File: src/rtl/lif_neuron.sv
// Leaky integrate-and-fire neuron: sums spiking synapse weights into a
// leaky membrane, fires a 1-cycle post_spike, then goes refractory.
//
// Ports:
//   clk, rst     clock, synchronous active-high reset
//   pre_spike    presynaptic spike flags (one per input)
//   weight       packed weights, input 0 in the MSBs
//   post_spike   registered one-cycle fire pulse
//   membrane     registered membrane potential
//   refractory   high while in REFRACT
//   spike_count  wrapping count of fired spikes
module lif_neuron #(
  parameter int unsigned NUM_PRE    = 4,
  parameter int unsigned W_WIDTH    = 4,
  parameter int unsigned V_WIDTH    = 8,
  parameter int unsigned THRESHOLD  = 40,
  parameter int unsigned LEAK       = 1,
  parameter int unsigned REFRACTORY = 4
) (
  input  logic                       clk,
  input  logic                       rst,
  input  logic [NUM_PRE-1:0]         pre_spike,
  input  logic [NUM_PRE*W_WIDTH-1:0] weight,
  output logic                       post_spike,
  output logic [V_WIDTH-1:0]         membrane,
  output logic                       refractory,
  output logic [7:0]                 spike_count
);

  localparam int SUM_W = W_WIDTH + $clog2(NUM_PRE) + 1;
  localparam int ACC_W = V_WIDTH + SUM_W;
  localparam int C_W   =
    (REFRACTORY > 0) ? $clog2(REFRACTORY + 1) : 1;

  localparam logic [V_WIDTH-1:0] THR_V  = V_WIDTH'(THRESHOLD);
  localparam logic [V_WIDTH-1:0] LEAK_V = V_WIDTH'(LEAK);
  localparam logic [C_W-1:0]     REF_C  = C_W'(REFRACTORY);
  localparam logic [ACC_W-1:0]   V_MAX  =
    {{SUM_W{1'b0}}, {V_WIDTH{1'b1}}};

  typedef enum logic {
    S_INT,
    S_REF
  } state_t;

  state_t             state, state_d;
  logic [C_W-1:0]     cnt, cnt_d;
  logic [V_WIDTH-1:0] mem_d;
  logic               post_d;
  logic [7:0]         sc_d;

  logic [SUM_W-1:0]   sum;
  logic [V_WIDTH-1:0] v_leak;
  logic [ACC_W-1:0]   acc;
  logic [V_WIDTH-1:0] v_next;
  logic               fire;

  always_comb begin
    sum = '0;
    for (int i = 0; i < NUM_PRE; i++) begin
      if (pre_spike[i]) begin
        sum = sum + SUM_W'(
          weight[(NUM_PRE-i)*W_WIDTH-1 -: W_WIDTH]);
      end
    end
  end

  // Leak first (floored at 0), then add and saturate.
  always_comb begin
    v_leak = (membrane > LEAK_V) ? membrane - LEAK_V : '0;
    acc    = ACC_W'(v_leak) + ACC_W'(sum);
    v_next = (acc > V_MAX) ? '1 : acc[V_WIDTH-1:0];
    fire   = (state == S_INT) && (v_next >= THR_V);
  end

  always_ff @(posedge clk) begin
    if (rst) begin
      state       <= S_INT;
      cnt         <= '0;
      membrane    <= '0;
      post_spike  <= 1'b0;
      spike_count <= '0;
    end else begin
      state       <= state_d;
      cnt         <= cnt_d;
      membrane    <= mem_d;
      post_spike  <= post_d;
      spike_count <= sc_d;
    end
  end

  always_comb begin
    state_d = state;
    unique case (state)
      S_INT: begin
        if (fire && (REFRACTORY != 0)) begin
          state_d = S_REF;
        end
      end
      S_REF: begin
        if (cnt == C_W'(1)) begin
          state_d = S_INT;
        end
      end
      default: state_d = S_INT;
    endcase
  end

  always_comb begin
    mem_d  = membrane;
    post_d = 1'b0;
    cnt_d  = cnt;
    sc_d   = spike_count;
    unique case (state)
      S_INT: begin
        if (fire) begin
          mem_d  = '0;
          post_d = 1'b1;
          sc_d   = spike_count + 8'd1;
          cnt_d  = REF_C;
        end else begin
          mem_d = v_next;
        end
      end
      S_REF: begin
        mem_d = '0;
        cnt_d = cnt - C_W'(1);
      end
      default: mem_d = '0;
    endcase
  end

  assign refractory = (state == S_REF);

endmodule

File: config.mk
export PLATFORM = sky130hd
export DESIGN_NAME = lif_neuron
export DESIGN_NICKNAME = d
export VERILOG_FILES = /design/src/rtl/lif_neuron.sv
export SDC_FILE = /design/constraint.sdc
export NUM_CORES = 1
export LEC_CHECK = 0
export CAP_MARGIN = 10
export CORE_ASPECT_RATIO = 1.1
export CORE_MARGIN = 1.5
export CORE_UTILIZATION = 53
export DETAILED_ROUTE_END_ITERATION = 8
export PLACE_DENSITY = 0.83
export SETUP_SLACK_MARGIN = 0.05
export SLEW_MARGIN = 20
export SYNTH_ARGS = -nofsm -noshare
export SYNTH_HDL_FRONTEND = slang
export SYNTH_SLANG_ARGS = --single-unit
File: constraint.sdc
create_clock -name clk -period 7.5 [get_ports clk]
set_input_delay 1.875 -clock clk [delete_from_list [all_inputs] [get_ports clk]]
set_output_delay 1.875 -clock clk [all_outputs]
set_load 0.03 [all_outputs]
Word level (Yosys, flattened, before mapping)
Cells that the tools add are included.
{ "op_classes": {"add_sub_neg": 7, "n_mul": 0, "n_div": 0, "n_lt_le_gt_ge": 3, "eq_ne": 2, "n_shift": 0, "n_mux": 13, "bitwise": 1, "n_reduce_logical": 3} }
{ "op_table": {"columns": ["cell", "n"], "rows": [
  ["8-bit 2-to-1 mux", 3],
  ["7-bit by 4-bit adder with 7-bit output", 3],
  ["7-bit 2-to-1 mux", 3],
  ["8-bit case mux with 2 select lines", 1],
  ["8-bit by 7-bit adder with 9-bit output", 1],
  ["9-bit by 8-bit > comparator with 1-bit output, second input constant", 1],
  ["8-bit by 1-bit adder with 8-bit output, second input constant", 1],
  ["8-bit by 6-bit >= comparator with 1-bit output, second input constant", 1],
  ["8-bit by 1-bit > comparator with 1-bit output, second input constant", 1],
  ["8-bit by 1-bit subtractor with 8-bit output, second input constant", 1],
  ["3-bit case mux with 2 select lines", 1],
  ["4-bit 2-to-1 mux", 1],
  ["3-bit by 1-bit == test with 1-bit output, second input constant", 1],
  ["3-bit 2-to-1 mux", 1],
  ["3-bit by 1-bit subtractor with 3-bit output, second input constant", 1],
  ["1-bit 2-to-1 mux", 2],
  ["2-bit != test, second input constant", 1],
  ["1-bit case mux with 2 select lines", 1],
  ["2-bit AND reduction", 1],
  ["2-bit OR reduction", 1],
  ["1-bit logical AND", 1],
  ["1-bit NOT", 1]
]} }
{ "word_totals": {"ff_bits": 21, "latchBits": 0, "ramBits": 0, "mem_bits_ro": 0, "out_inout_bits": 18, "word_cells": 34, "mem_count": 0} }

Longest topological paths before layout
{ "depth": {"depth_word": 14, "mapped_depth": 24} }

Least setup slack after synthesis
Ideal clock, no wire load.
{ "synth_path": {"kind": "input to register", "startpoint": "input weight[12]", "endpoint": "register spike_count[4]", "setup_time_ns": 0.123, "arrival_ns": 6.420, "slack_ns": 0.957, "cell_stages": 21, "path_buffers": 1, "cell_sequence": "and2_1 ha_1 fa_1 nand2_1 o21ai_0 inv_1 fa_1 a21oi_1 ha_1 a21o_1 a21oi_1 xnor2_1 mux2_2 ha_1 o21ai_1 or2_1 and3_1 o311a_1 buf_6 a211oi_2 mux2_1"} }
{ "synth_via": {"elab_chain_cells": 13} }
{ "synth_rtl": {"columns": ["element", "line_no", "text"], "rows": [
  ["start, declared", "23", "input logic [NUM_PRE*W_WIDTH-1:0] weight,"],
  ["4-bit 2-to-1 mux *", "61", "if (pre_spike[i]) begin"],
  ["7-bit by 4-bit adder with 7-bit output", "62", "sum = sum + SUM_W'("],
  ["7-bit 2-to-1 mux *", "61", null],
  ["7-bit by 4-bit adder with 7-bit output", "62", null],
  ["7-bit 2-to-1 mux *", "61", null],
  ["7-bit by 4-bit adder with 7-bit output", "62", null],
  ["7-bit 2-to-1 mux *", "61", null],
  ["8-bit by 7-bit adder with 9-bit output *", "71", "acc = ACC_W'(v_leak) + ACC_W'(sum);"],
  ["9-bit by 8-bit > comparator with 1-bit output", "72", "v_next = (acc > V_MAX) ? '1 : acc[V_WIDTH-1:0];"],
  ["8-bit 2-to-1 mux *", "72", null],
  ["8-bit by 6-bit >= comparator with 1-bit output *", "73", "fire = (state == S_INT) && (v_next >= THR_V);"],
  ["1-bit logical AND *", "73", null],
  ["2-bit AND reduction (no line) *", null, null],
  ["end signal, assigned", "82", "spike_count <= '0;"],
  ["end signal, assigned", "88", "spike_count <= sc_d;"],
  ["end, declared", "27", "output logic [7:0] spike_count"]
]} }
Every way passes the cells marked *; elsewhere a longest branch is shown, timed or not.
A chain may end at the register's enable or synchronous reset.

Worst setup path in the final report
{ "layout_path": {"startpoint": "input pre_spike[0]", "endpoint": "register spike_count[3]"} }
{ "layout_via": {"elab_chain_cells": 13} }
{ "layout_rtl": {"columns": ["element", "line_no", "text"], "rows": [
  ["start, declared", "22", "input logic [NUM_PRE-1:0] pre_spike,"],
  ["4-bit 2-to-1 mux *", "61", null],
  ["7-bit by 4-bit adder with 7-bit output", "62", null],
  ["7-bit 2-to-1 mux *", "61", null],
  ["7-bit by 4-bit adder with 7-bit output", "62", null],
  ["7-bit 2-to-1 mux *", "61", null],
  ["7-bit by 4-bit adder with 7-bit output", "62", null],
  ["7-bit 2-to-1 mux *", "61", null],
  ["8-bit by 7-bit adder with 9-bit output *", "71", null],
  ["9-bit by 8-bit > comparator with 1-bit output", "72", null],
  ["8-bit 2-to-1 mux *", "72", null],
  ["8-bit by 6-bit >= comparator with 1-bit output *", "73", null],
  ["1-bit logical AND *", "73", null],
  ["2-bit AND reduction (no line) *", null, null]
]} }
Marked as above.

==> impl_metrics.json <==
{
  "outcome": "completed",
  "first_global_vias": 1780,
  "powerDensity_nw_per_um2": 418,
  "endpoint_kind": "register",
  "avgSynthCellArea_um2": 8.23,
  "grt_pass1_wl_mm": 7.53,
  "grt_max_degree": 28,
  "cts_made_buffers": 3,
  "min_period_ps": 7080,
  "cts_tree": "yes",
  "clock_skew_ps": 1.39,
  "vias": 1818,
  "syn-cell-area_um2": 2060,
  "worstMarginPinSlew_ps": 903,
  "yosys-top-cells-count": "nor2_1, ha_1, dfxtp_1",
  "antenna_found_initial": 0,
  "fin_ws_ps": 424,
  "cp-start-kind": "primary input",
  "syn2layout_area_growth_pct": 22.6,
  "synth_edf_count": 0,
  "std_cell_rows": 23,
  "wl_per_cell_um": 12.7,
  "synthTopCellsByArea": "dfxtp_1, ha_1, nor2_1",
  "grt_overflow_total": 0,
  "cp.required_ps": 7660,
  "ant_nets": 0,
  "max_freq_mhz": 141,
  "rsz0062_at_grt": "no",
  "fp.coreArea_um2": 3680,
  "cp.arrival_ps": 7230,
  "hold_viol_final": 0,
  "grt_usage_pct": 21.7,
  "ys.flop_type": "dfxtp_1",
  "ys_types": 51,
  "postCtsHoldBufs": 0,
  "synthArstFlopShare_pct": 0,
  "ys_seq_area_share_pct": 20.4,
  "dieWidth_um": 62.4,
  "setup_viol": 0,
  "critPathKind": "primary input to register",
  "slew_headroom_pct": 39.6,
  "die-height_um": 68.3,
  "finalSetupTns_ps": 0,
  "worstSkewPairLatency_ps": 260,
  "fillers": 342,
  "clockBufferDepth": 2,
  "crit_slowest_cell": "fa_1",
  "hpwl_mm": 3.39,
  "worstHoldPathType": "register to register",
  "p_leak_uw": 0.00105,
  "nets": 337,
  "cpPeakStageDelay_ps": 490,
  "ys_ff_latch": 21,
  "cts-root-buf": "clkbuf_8",
  "routed_via_density": 5.41,
  "drv_cap": 0,
  "post-route-period-util_pct": 94.3,
  "clk_pin_slew_worst_paths_ps": 70,
  "worstPathMaxFanout": 12,
  "h-tree-depth": 1,
  "drive_above_1_share_pct": 8.04,
  "drtIter0Drc": 65,
  "wirelength_mm": 4.26,
  "routabilityCongestion": 0.921,
  "firstDrtPassIters": 4,
  "cts_sinks": 21,
  "path_cells": "clkdlybuf4s50_1 > and2_1 > ha_1 > fa_1 > nand2_1 > o21ai_0 > ha_1 > a21o_1 > a21oi_1 > xnor2_1 > nand2_1 > o21ai_0 > ha_1 > nor2b_1 > o21ai_0 > xor2_1 > ha_1 > o21a_1 > o31a_1 > and3_1 > o311a_2 > a211oi_1 > mux2_2",
  "cpMostUsedCell": "ha_1",
  "max-vdd-ir-drop_mv": 0.312,
  "yosysWarnings": 0,
  "fin_hold_ws_ps": 478,
  "dpl_worst_slack_ps": 149,
  "synthCells": 250,
  "final-max-slew-violation-count": 0,
  "antennaDiodeCount": 0,
  "drcViolationCount": 0,
  "yosysTopAreaCellShare_pct": 20.4,
  "ioPinCount": 40,
  "io_buffers": 39,
  "yosysMostFrequentCell": "nor2_1",
  "yosysTopAreaCell": "dfxtp_1",
  "start_util_pct": 55.8,
  "die-area_um2": 4260
}
cells by family (layout without fill, tap and decap cells):
| logic type | count (synthesis) | in the layout | share of synthesized area [%] |
|---|---|---|---|
| AND/OR/NAND/NOR | 93 | 93 | 22.4 |
| AO/OA/AOI/OAI | 56 | 56 | 19.7 |
| adder cells (fa/ha/maj) | 28 | 28 | 18.5 |
| buffers and inverters | 22 | 57 | 4.62 |
| flip-flops | 21 | 21 | 20.4 |
| multiplexers | 16 | 16 | 8.58 |
| XOR/XNOR | 13 | 13 | 5.54 |
| other | 1 | 2 | 0.182 |
metrics by stage:
stage / total power (uW) / util [%] / instance area, um2 / std cells
after detailed placement: 975 / 67.2 / 2470 / 332
after global routing: 1160 / 68.5 / 2520 / 336
final: 1060 / 68.5 / 2520 / 336
after CTS: 1050 / 68.4 / 2520 / 336
after global placement: 957 / 67.2 / 2470 / 332
after floorplan: 827 / - / 2060 / 251
what timing repair did:
action / in CTS / in global routing
resized for setup: 0 / 1
setup buffers: 0 / 0
setup endpoints to repair: 0 / 6
worst max-delay path: cells and delay by family:
family / cells / cell delay, ps
and+or+nand+nor: 5 / 590
muxes: 1 / 360
xor gates and xnor gates: 2 / 270
AOI/OAI and AO/OA: 9 / 1990
buffers and inverters: 1 / 450
adders and majority gates: 5 / 1700
layer usage:
layer  GRT usage, %  vias up  wire, um  part of all wire, %
met1           26.2      827      2060                   48
met3           1.64        6       148                  3.5
li1               -      950         -                    -
met5              0        -         0                    0
met2           40.7       35      1980                   46
met4           8.61        0        74                  1.7
where the power goes:
part	internal [uW]	switching [uW]	total, uW	leakage, uW
registers	139	33.4	172	0.000172
clock network	37.1	37.2	74.3	0.0000255
logic	338	470	809	0.000857
total	514	541	1060	0.00105
layout make-up:
type                    instances  area, um2  share of cell area, %
multi-input cells             208       1550                   61.3
flip-flops and latches         21        420                   16.7
repair buffers                 40        398                   15.8
well taps                      50       62.6                   2.48
inverters                      13       48.8                   1.93
clock buffers                   3       41.3                   1.64
clock inverters                 1       5.00                  0.198
cell usage in the layout, fill, tap and decap left out, types with 9 or more instances in the layout:
| cell type | n |
|---|---|
| clkdlybuf4s50_1 | 39 |
| inv_1 | 13 |
| o21ai_0 | 10 |
| nor2b_1 | 13 |
| nand2_1 | 14 |
| ha_1 | 24 |
| nor2_1 | 33 |
| xnor2_1 | 9 |
| dfxtp_1 | 21 |
| a21oi_1 | 14 |
worst paths after layout:
kind	slack (ps)	to	start	cells after the start
max reg2reg	3950	spike_count[3]	membrane[0]	14
min reg2reg	480	cnt[1]	cnt[1]	2
max	420	spike_count[3]	pre_spike[0]	23
min	480	cnt[1]	cnt[1]	2
registers in the layout (all words and copies together), names as in the netlist:
register and cells:
cnt 3, spike_count 8, post_spike 1, membrane 8
refractory 1
(Power assumes the default switching activity.)
